$ cat config.mk
export PLATFORM = sky130hd
export DESIGN_NAME = decoder_arbiter
export DESIGN_NICKNAME = d
export VERILOG_FILES = /design/src/rtl/decoder_arbiter.sv
export SDC_FILE = /design/constraint.sdc
export NUM_CORES = 1
export LEC_CHECK = 0
export CAP_MARGIN = 40
export CORE_ASPECT_RATIO = 0.8
export CORE_MARGIN = 4
export CORE_UTILIZATION = 45
export DETAILED_ROUTE_END_ITERATION = 10
export PLACE_DENSITY_LB_ADDON = 0.05
export RECOVER_POWER = 100
export SLEW_MARGIN = 30
export SYNTH_ARGS = -nofsm -noshare
export SYNTH_HDL_FRONTEND = slang
export SYNTH_SLANG_ARGS = --single-unit
$ cat constraint.sdc
create_clock -name clk -period 3.7 [get_ports clk]
set_clock_uncertainty 0.1 [all_clocks]
set_input_delay 0.74 -clock clk [delete_from_list [all_inputs] [get_ports clk]]
set_output_delay 0.74 -clock clk [all_outputs]
set_load 0.01 [all_outputs]
$ cat src/rtl/decoder_arbiter.sv
// decoder_arbiter: round-robin arbiter for four requesters, driving a 2-to-4 decoder select with a hold limit.
module decoder_arbiter #(
  parameter int MAX_HOLD = 4
) (
  input  logic       clk,
  input  logic       rst_n,
  input  logic [3:0] req,
  output logic       addr0,
  output logic       addr1,
  output logic       enable,
  output logic [3:0] grant,
  output logic       busy
);
  typedef enum logic {IDLE, GRANT} state_t;
  localparam logic [3:0] MH = 4'(MAX_HOLD);
  state_t     state;
  logic [1:0] ptr, addr, off, win;
  logic [3:0] hold_cnt, others, cand, rot;
  logic [7:0] dbl;
  logic       keep;
  // In GRANT the owner (== ptr) is excluded from the search, so it is only regranted when nobody else waits.
  always_comb begin
    others = req & ~(4'b0001 << ptr);
    cand   = state == GRANT ? others : req;
    dbl    = {cand, cand} >> (ptr + 2'd1);
    rot    = dbl[3:0];
    off    = rot[0] ? 2'd0 : rot[1] ? 2'd1 : rot[2] ? 2'd2 : 2'd3;
    win    = ptr + 2'd1 + off;
    keep   = req[ptr] && (hold_cnt < MH || others == 4'd0);
  end
  always_ff @(posedge clk or negedge rst_n) begin
    if (!rst_n) begin
      state    <= IDLE;
      ptr      <= 2'd3;
      hold_cnt <= 4'd0;
      addr     <= 2'd0;
      enable   <= 1'b0;
    end else if (state == IDLE) begin
      if (|req) begin
        state    <= GRANT;
        enable   <= 1'b1;
        addr     <= win;
        ptr      <= win;
        hold_cnt <= 4'd1;
      end
    end else if (keep) begin
      hold_cnt <= hold_cnt == MH ? 4'd1 : hold_cnt + 4'd1;
    end else if (|others) begin
      addr     <= win;
      ptr      <= win;
      hold_cnt <= 4'd1;
    end else begin
      state    <= IDLE;
      enable   <= 1'b0;
      hold_cnt <= 4'd0;
    end
  end
  assign addr0 = addr[0];
  assign addr1 = addr[1];
  assign busy  = enable;
  assign grant = enable ? 4'b0001 << addr : 4'b0000;
endmodule
== Word level (Yosys, flattened, before mapping) ==
Cells that the tools add are included.

* Add/sub/neg operators: 3
* Magnitude comparators: 2
* Equal/unequal tests: 4
* Shifts and indexed selects: 3
* Mux-type cells: 24
* Bitwise operators: 2
* Reduce and logical (&&, ||, !) cells: 8

{| class="wikitable"
|+ Operators by type and width
! kind !! count
|-
| 4-bit 2-to-1 mux || 6
|-
| 2-bit 2-to-1 mux || 6
|-
| 1-bit 2-to-1 mux || 11
|-
| 4-bit OR reduction || 2
|-
| 1-bit by 2-bit left shift with 4-bit output (first input constant) || 2
|-
| 8-bit by 2-bit >> shifter with 3-bit output || 1
|-
| 3-bit AND reduction || 2
|-
| 4-bit by 1-bit adder with 4-bit output (second input constant) || 1
|-
| 4-bit bitwise AND || 1
|-
| 4-bit by 3-bit equality test with 1-bit output (second input constant) || 1
|-
| 4-bit zero test || 1
|-
| 4-bit by 3-bit < comparator with 1-bit output (second input constant) || 1
|-
| 2-bit inequality test (second input constant) || 2
|-
| 4-bit inverter || 1
|-
| 2-bit by 3-bit < comparator with 1-bit output (second input constant) || 1
|-
| 2-bit by 1-bit adder with 2-bit output (second input constant) || 1
|-
| 2-bit adder || 1
|-
| 1-bit binary-select mux with 2-bit select || 1
|-
| 2-bit by 1-bit inequality test with 1-bit output (second input constant) || 1
|-
| 2-bit nonzero test || 1
|-
| 1-bit logical AND || 1
|-
| 1-bit logical OR || 1
|}

* Register bits: 10
* Logic and storage cells: 51

== Logic depth before layout (Yosys ltp) ==
Gate-level depths: netlist (run 1).

* Depth in word-level cells: 12
* Mapped depth: 10

== Worst setup path after synthesis (run 1) ==
No wires, ideal clock.

* Path type: reg2reg
* Start point: reg ptr[0]
* End point: reg addr[0]
* Library setup time: 0.125 ns
* Arrival: 1.954 ns
* Data required time: 3.475 ns
* Path slack: 1.521 ns
* Cell stages (with the launch flop): 9
* Path buffers: 1
* Cells stage by stage: dfstp_2 > buf_6 > inv_1 > ha_1 > a21bo_2 > o22ai_1 > a32o_1 > ha_1 > mux2_4

* Cells in the longest elaborated chain, start to end: 12

{| class="wikitable"
|+ RTL lines
! item !! line !! text
|-
| start, declared || 17 || <nowiki>logic [1:0] ptr, addr, off, win;</nowiki>
|-
| start signal, assigned || 43 || <nowiki>ptr <= win;</nowiki>
|-
| start signal, assigned || 50 || <nowiki>ptr <= win;</nowiki>
|-
| 1-bit by 2-bit left shift with 4-bit output || 23 || <nowiki>others = req & ~(4'b0001 << ptr);</nowiki>
|-
| 4-bit inverter || 23 ||
|-
| 4-bit bitwise AND || 23 ||
|-
| 4-bit 2-to-1 mux || 24 || <nowiki>cand = state == GRANT ? others : req;</nowiki>
|-
| 8-bit by 2-bit >> shifter with 3-bit output || 25 || <nowiki>dbl = {cand, cand} >> (ptr + 2'd1);</nowiki>
|-
| 1-bit 2-to-1 mux || 27 || <nowiki>off = rot[0] ? 2'd0 : rot[1] ? 2'd1 : rot[2] ? 2'd2 : 2'd3;</nowiki>
|-
| 2-bit 2-to-1 mux (2 in a row) || 27 ||
|-
| 2-bit adder * || 28 || <nowiki>win = ptr + 2'd1 + off;</nowiki>
|-
| net win[0] || 17 ||
|-
| 2-bit 2-to-1 mux || 48 || <nowiki>end else if (|others) begin</nowiki>
|-
| 2-bit 2-to-1 mux || 46 || <nowiki>end else if (keep) begin</nowiki>
|-
| 2-bit 2-to-1 mux * || 38 || <nowiki>end else if (state == IDLE) begin</nowiki>
|-
| end signal, assigned || 42 || <nowiki>addr <= win;</nowiki>
|-
| end signal, assigned || 49 || <nowiki>addr <= win;</nowiki>
|-
| end, declared || 17 ||
|}

The timed path passes the listed nets; every way through them passes the cells marked *. The select of a mux whose other input is x is not followed.
A chain may end at the register's enable or synchronous reset.

== Worst setup path in the final report (run 1) ==
* Start point: in req[2]
* End point: reg addr[0]

* Cells in the longest elaborated chain, start to end: 10

{| class="wikitable"
|+ RTL lines
! item !! line !! text
|-
| start, declared || 7 || <nowiki>input logic [3:0] req,</nowiki>
|-
| 4-bit bitwise AND || 23 ||
|-
| 4-bit 2-to-1 mux || 24 ||
|-
| 8-bit by 2-bit >> shifter with 3-bit output || 25 ||
|-
| 1-bit 2-to-1 mux || 27 ||
|-
| 2-bit 2-to-1 mux (2 in a row) || 27 ||
|-
| 2-bit adder || 28 ||
|-
| 2-bit 2-to-1 mux || 48 ||
|-
| 2-bit 2-to-1 mux || 46 ||
|-
| 2-bit 2-to-1 mux || 38 ||
|}

Parallel ways exist; a longest one is shown, timed or not. The select of a mux whose other input is x is not followed.

==> flow_metrics.env, run 1 <==
export IMPL_finalSetupTns_ns=0
export IMPL_cts_htree_levels=1
export IMPL_nets=115
export IMPL_yosys_warnings=0
export IMPL_fillCellCount=159
export IMPL_required_ns=3.73
export IMPL_final_cell_mix="10 x dlygate4sd3_1, 9 x inv_1, 8 x nand2_1, 8 x dfrtp_1, 7 x ha_1"
export IMPL_gp_congestion=0.742
export IMPL_post_route_min_period_ns=3.00
export IMPL_cts_buffers=3
export IMPL_tightestPinTransition_ns=0.992
export IMPL_cts_setup_buffers=0
export IMPL_clock_path_buffers=2
export IMPL_drt_met1_wl_um=911
export IMPL_p_leak_uw=0.000447
export IMPL_overflow=0
export IMPL_dp_hpwl_um=1230
export IMPL_hold_class="flip-flop to flip-flop"
export IMPL_synth_nets=100
export IMPL_boundaryPins=14
export IMPL_final_hold_viol_count=0
export IMPL_min_period_over_period_pct=81.2
export IMPL_relSlewSlack_pct=32.1
export IMPL_holdBufCountCts=0
export IMPL_critical_path_max_fanout=5
export IMPL_viasPerCell=5.39
export IMPL_drc=0
export IMPL_grt_pass1_wl_um=2700
export IMPL_die_h_um=46.8
export IMPL_synth_area_um2=848
export IMPL_yosys_area_top_type="dfrtp_1"
export IMPL_timing_fmax_ghz=0.333
export IMPL_p_per_area_nw_per_um2=856
export IMPL_slew_viol_final=0
export IMPL_cp_end_kind="flip-flop"
export IMPL_cap_violations=0
export IMPL_synth_seq_cells=10
export IMPL_cts_resized=0
export IMPL_portBuffers=13
export IMPL_grt_setup_unrepaired="false"
export IMPL_antenna_found_initial=0
export IMPL_clk_pin_slew_ns=0.07
export IMPL_ant_nets=0
export IMPL_synthCells=87
export IMPL_wl_met2_um=598
export IMPL_grt_total_usage_pct=13.4
export IMPL_core_um2=1710
export IMPL_worst_ep_arrival_time_ns=3.04
export IMPL_top_layer_used="met3"
export IMPL_diodes=0
export IMPL_synth_distinct_cells=41
export IMPL_cts_tree="yes"
export IMPL_routed_wl_um=1600
export IMPL_wl_met3_um=87
export IMPL_yosysSeqAreaShare_pct=29.8
export IMPL_layout_commonest_cell="dlygate4sd3_1"
export IMPL_start_util_pct=49.7
export IMPL_grt_pass1_vias=588
export IMPL_cts_root_buf="clkbuf_4"
export IMPL_ir_worst_vdd_v=0.000565
export IMPL_synthTopCellsByArea="dfrtp_1 24%, ha_1 10%, dfstp_2 6.2%, mux2i_1 4.7%, inv_1 4.0%"
export IMPL_die_x_um=56.5
export IMPL_postPlaceCellArea_um2=982
export IMPL_avgSynthCellArea_um2=9.75
export IMPL_rows=13
export IMPL_dr_pass1_iters=4
export IMPL_area_growth_syn_to_layout_pct=14.7
export IMPL_status="completed"
export IMPL_drive_above_1_share_pct=10.9
export IMPL_yosysTopAreaCellShare_pct=23.6
export IMPL_final_area_um2=973
export IMPL_via_count=663
export IMPL_drtIter0Drc=17
export IMPL_crit_type="input pin to flip-flop"
export IMPL_avgRoutedWirePerCell_um=13.0
export IMPL_cts_sinks=10
export IMPL_grt_max_degree=13
export IMPL_startpoint_type="input pin"
export IMPL_clk_latency_ns=0.26
export IMPL_die_area_um2=2650
export IMPL_setup_viol=0
## synth_stat cells (all sizes together)
cell type  instances
a32o               1
xnor2              1
o22ai              2
nor2               6
nor4               1
o21ai              1
mux2i              4
nand3b             1
nand2              8
o221ai             1
a21o               4
a31oi              1
a22oi              1
a21boi             1
nor3b              3
and2               2
o211ai             1
and2b              1
inv                9
a221oi             1
a21oi              2
nor2b              4
mux2               2
dfrtp              8
o21bai             1
buf                3
o2bb2ai            1
a21bo              1
mux4               1
and3               1
dfstp              2
ha                 7
o31ai              1
a2111oi            1
nand2b             2
## kinds of logic (layout without fill, tap and decap cells)
kind of cell	after synthesis	count (layout)	synth area share, %
buf+inv	12	26	6.78
compound gates	21	21	22.0
fa+ha+maj	7	7	10.3
simple gates	29	29	19.2
flops	10	10	29.8
xor+xnor	1	1	1.03
mux	7	7	10.9
## state kept, by name, indices dropped and copies added (netlist names)
register and cells:
addr 2, busy 1, hold_cnt 4, ptr 2, state 1
## worst paths after layout
path | startpoint | endpoint | slack, ns | cells past startpoint
min in group asynchronous | rst_n | hold_cnt[3] | 0.75 | 1
max in group asynchronous | rst_n | ptr[0] | 2.40 | 1
min reg2reg | hold_cnt[3] | hold_cnt[3] | 0.45 | 1
min | hold_cnt[3] | hold_cnt[3] | 0.45 | 1
max reg2reg | ptr[0] | addr[0] | 0.91 | 6
max | req[2] | addr[0] | 0.70 | 6
## critical path, cell delays in order
cell and delay (ns):
clkdlybuf4s50_1 0.47, nor2b_2 0.17, a2111oi_0 0.87, a21oi_1 0.18, a21o_4 0.30, mux2_1 0.31
## layer usage
layer / global-route usage, % / up-vias
met5: 0 / -
met4: 2.84 / 0
met3: 5.22 / 0
met2: 18.7 / 16
met1: 19.5 / 308
li1: - / 339
## power by group
part           total [uW]  switching [uW]  internal, uW  leakage (uW)
combinational         519             253           265      0.000316
sequential            237            69.0           168      0.000116
clock                78.1            36.6          41.5     0.0000150
## final cells by class
type | count | area (um^2) | share of cell area, %
Multi-Input combinational cell | 65 | 503 | 51.7
Inverter | 9 | 33.8 | 3.47
Tap cell | 22 | 27.5 | 2.83
Timing Repair Buffer | 13 | 130 | 13.4
Clock buffer | 4 | 26.3 | 2.70
Sequential cell | 10 | 253 | 26.0
## through the flow
stage	util (%)	hold slack, ns	worst slack, ns	power [uW]	instances
after floorplan	-	0.344	1.52	679	87
after global placement	57.5	0.429	0.961	820	119
after detailed placement	57.5	0.438	0.931	822	119
after CTS	59.0	0.455	1.20	909	123
after global routing	57.0	0.495	0.560	911	123
final	57.0	0.451	0.697	834	123
(Power assumes the default switching activity.)
==> run 2, diff against run 1 <==
Clock period 3.7 ns to 3 ns, I/O delays scaled along.
==> run 2 against run 1 <==
  * Non-clock buffer count is the same
  * Global-route usage is the same
  * Combinational power grew 26%
  * Sequential power grew 22%
  * Highest routed layer unchanged
==> flow_metrics.env, run 2 (synthesis results as in run 1) <==
export IMPL_status="completed"
export IMPL_die_h_um=46.8
export IMPL_rr_startpoint="ptr[0]"
export IMPL_diodes=0
export IMPL_p_total_uw=1040
export IMPL_die_area_um2=2650
export IMPL_via_count=668
export IMPL_hold_path_startpoint="hold_cnt[3]"
export IMPL_grt_max_degree=13
export IMPL_dr_pass1_iters=4
export IMPL_die_x_um=56.5
export IMPL_placedCellCount=119
export IMPL_viasPerCell=5.43
export IMPL_setup_viol=0
export IMPL_regMostFlops="hold_cnt"
export IMPL_path_delay_family="multiplexers"
export IMPL_largest_registers="hold_cnt: 4 flops, addr: 2 flops, ptr: 2 flops"
export IMPL_p_per_area_nw_per_um2=1050
export IMPL_drive_above_1_share_pct=9.90
export IMPL_cpPeakStageDelay_ns=0.61
export IMPL_drtIter0Drc=12
export IMPL_clk_pin_slew_ns=0.07
export IMPL_layout_commonest_cell="dlygate4sd3_1"
export IMPL_grt_pass1_vias=588
export IMPL_r2r_end="addr[0]"
export IMPL_start_util_pct=49.7
export IMPL_post_route_min_period_ns=2.48
export IMPL_cts_sinks=10
export IMPL_finalNonFillerCells=123
export IMPL_gp_congestion=0.742
export IMPL_rows=13
export IMPL_routed_wl_um=1580
export IMPL_grt_setup_unrepaired="false"
export IMPL_cp_end_kind="flip-flop"
export IMPL_finish_utilization_pct=57.9
export IMPL_holdBufCountCts=0
export IMPL_rrSetupSlack_ns=0.52
export IMPL_startpoint_type="input pin"
export IMPL_core_um2=1710
export IMPL_largest_reg_flops=4
export IMPL_grt_total_usage_pct=13.4
export IMPL_timing_fmax_ghz=0.403
export IMPL_cts_htree_levels=1
export IMPL_cts_root_buf="clkbuf_4"
export IMPL_hold_class="flip-flop to flip-flop"
export IMPL_ant_nets=0
export IMPL_avgRoutedWirePerCell_um=12.9
export IMPL_crit_slowest_cell="dlygate4sd3_1"
export IMPL_cts_tree="yes"
export IMPL_crit_type="input pin to flip-flop"
export IMPL_critical_path_max_fanout=5
export IMPL_cts_buffers=3
export IMPL_nets=115
export IMPL_portBuffers=13
export IMPL_antenna_found_initial=0
export IMPL_clk_latency_ns=0.26
export IMPL_min_period_over_period_pct=82.8
export IMPL_worstPathCellList="dlygate4sd3_1 > mux4_2 > a21oi_1 > a21o_4 > mux2_1"
export IMPL_critPathBufInv=1
export IMPL_cts_setup_buffers=0
export IMPL_drc=0
export IMPL_p_leak_uw=0.000447
export IMPL_relSlewSlack_pct=70.4
export IMPL_worst_ep_arrival_time_ns=2.52
export IMPL_tightestPinTransition_ns=0.443
export IMPL_hold_path_depth=1
export IMPL_cts_resized=0
export IMPL_overflow=0
export IMPL_finalSetupTns_ns=0
export IMPL_slew_viol_final=0
export IMPL_clock_path_buffers=2
export IMPL_reg2reg_depth=7
export IMPL_ir_worst_vdd_v=0.000684
export IMPL_required_ns=3.03
export IMPL_boundaryPins=14
export IMPL_final_hold_viol_count=0
export IMPL_final_cell_mix="10 x dlygate4sd3_1, 9 x inv_1, 8 x nand2_1, 8 x dfrtp_1, 7 x ha_1"
export IMPL_dp_hpwl_um=1230
export IMPL_area_growth_syn_to_layout_pct=16.7
export IMPL_grt_pass1_wl_um=2700
export IMPL_min_to="hold_cnt[3]"
export IMPL_cap_violations=0
-- run 2: cell counts in the layout (fill, tap and decap cells not counted) --
No cell type changed its count.
-- run 2: per-layer routing --
layer  up-vias  part of all wire [%]  global-route usage, %
li1        341                     -                      -
met1       308                    56                   19.5
met2        19                    38                   18.7
met3         0                   5.9                   5.22
met4         0                     0                   2.84
met5         -                     0                      0
-- run 2: per-stage QoR --
step | setup WS [ns] | area, um^2 | hold WS, ns
final | 0.516 | 990 | 0.450
after detailed placement | 0.371 | 982 | 0.438
after global routing | 0.370 | 990 | 0.495
after CTS | 0.643 | 1010 | 0.455
after floorplan | 0.821 | 848 | 0.204
after global placement | 0.401 | 982 | 0.429
-- run 2: layout make-up --
class,count,area [um^2]
clock buffers,4,26.3
repair buffers,13,130
flip-flops and latches,10,253
multi-input cells,65,519
inverters,9,33.8
fillers,159,718
well taps,22,27.5
-- run 2: worst max-delay path by stage --
stage,from,endpoint,slack [ns],cells past startpoint
final,req[3],addr[0],0.52,5
after global routing,ptr[0],addr[0],0.37,7
after CTS,req[3],addr[0],0.64,6
after detailed placement,req[3],addr[0],0.37,6
after global placement,req[3],addr[0],0.40,6
after floorplan,ptr[0],addr[0],0.82,8
-- run 2: worst reg2reg max path, delay by kind of cell, from the launching register on --
kind / cells / cell delay [ns]
buffers and inverters: 1 / 0.17
adders and majority gates: 2 / 0.50
DFF: 1 / 0.74
AOI/OAI and AO/OA: 3 / 0.57
muxes: 1 / 0.29
-- run 2: power by group --
| part | internal, uW | switching (uW) |
|---|---|---|
| Clock | 51.2 | 45.3 |
| Sequential | 205 | 85.2 |
| Combinational | 332 | 320 |
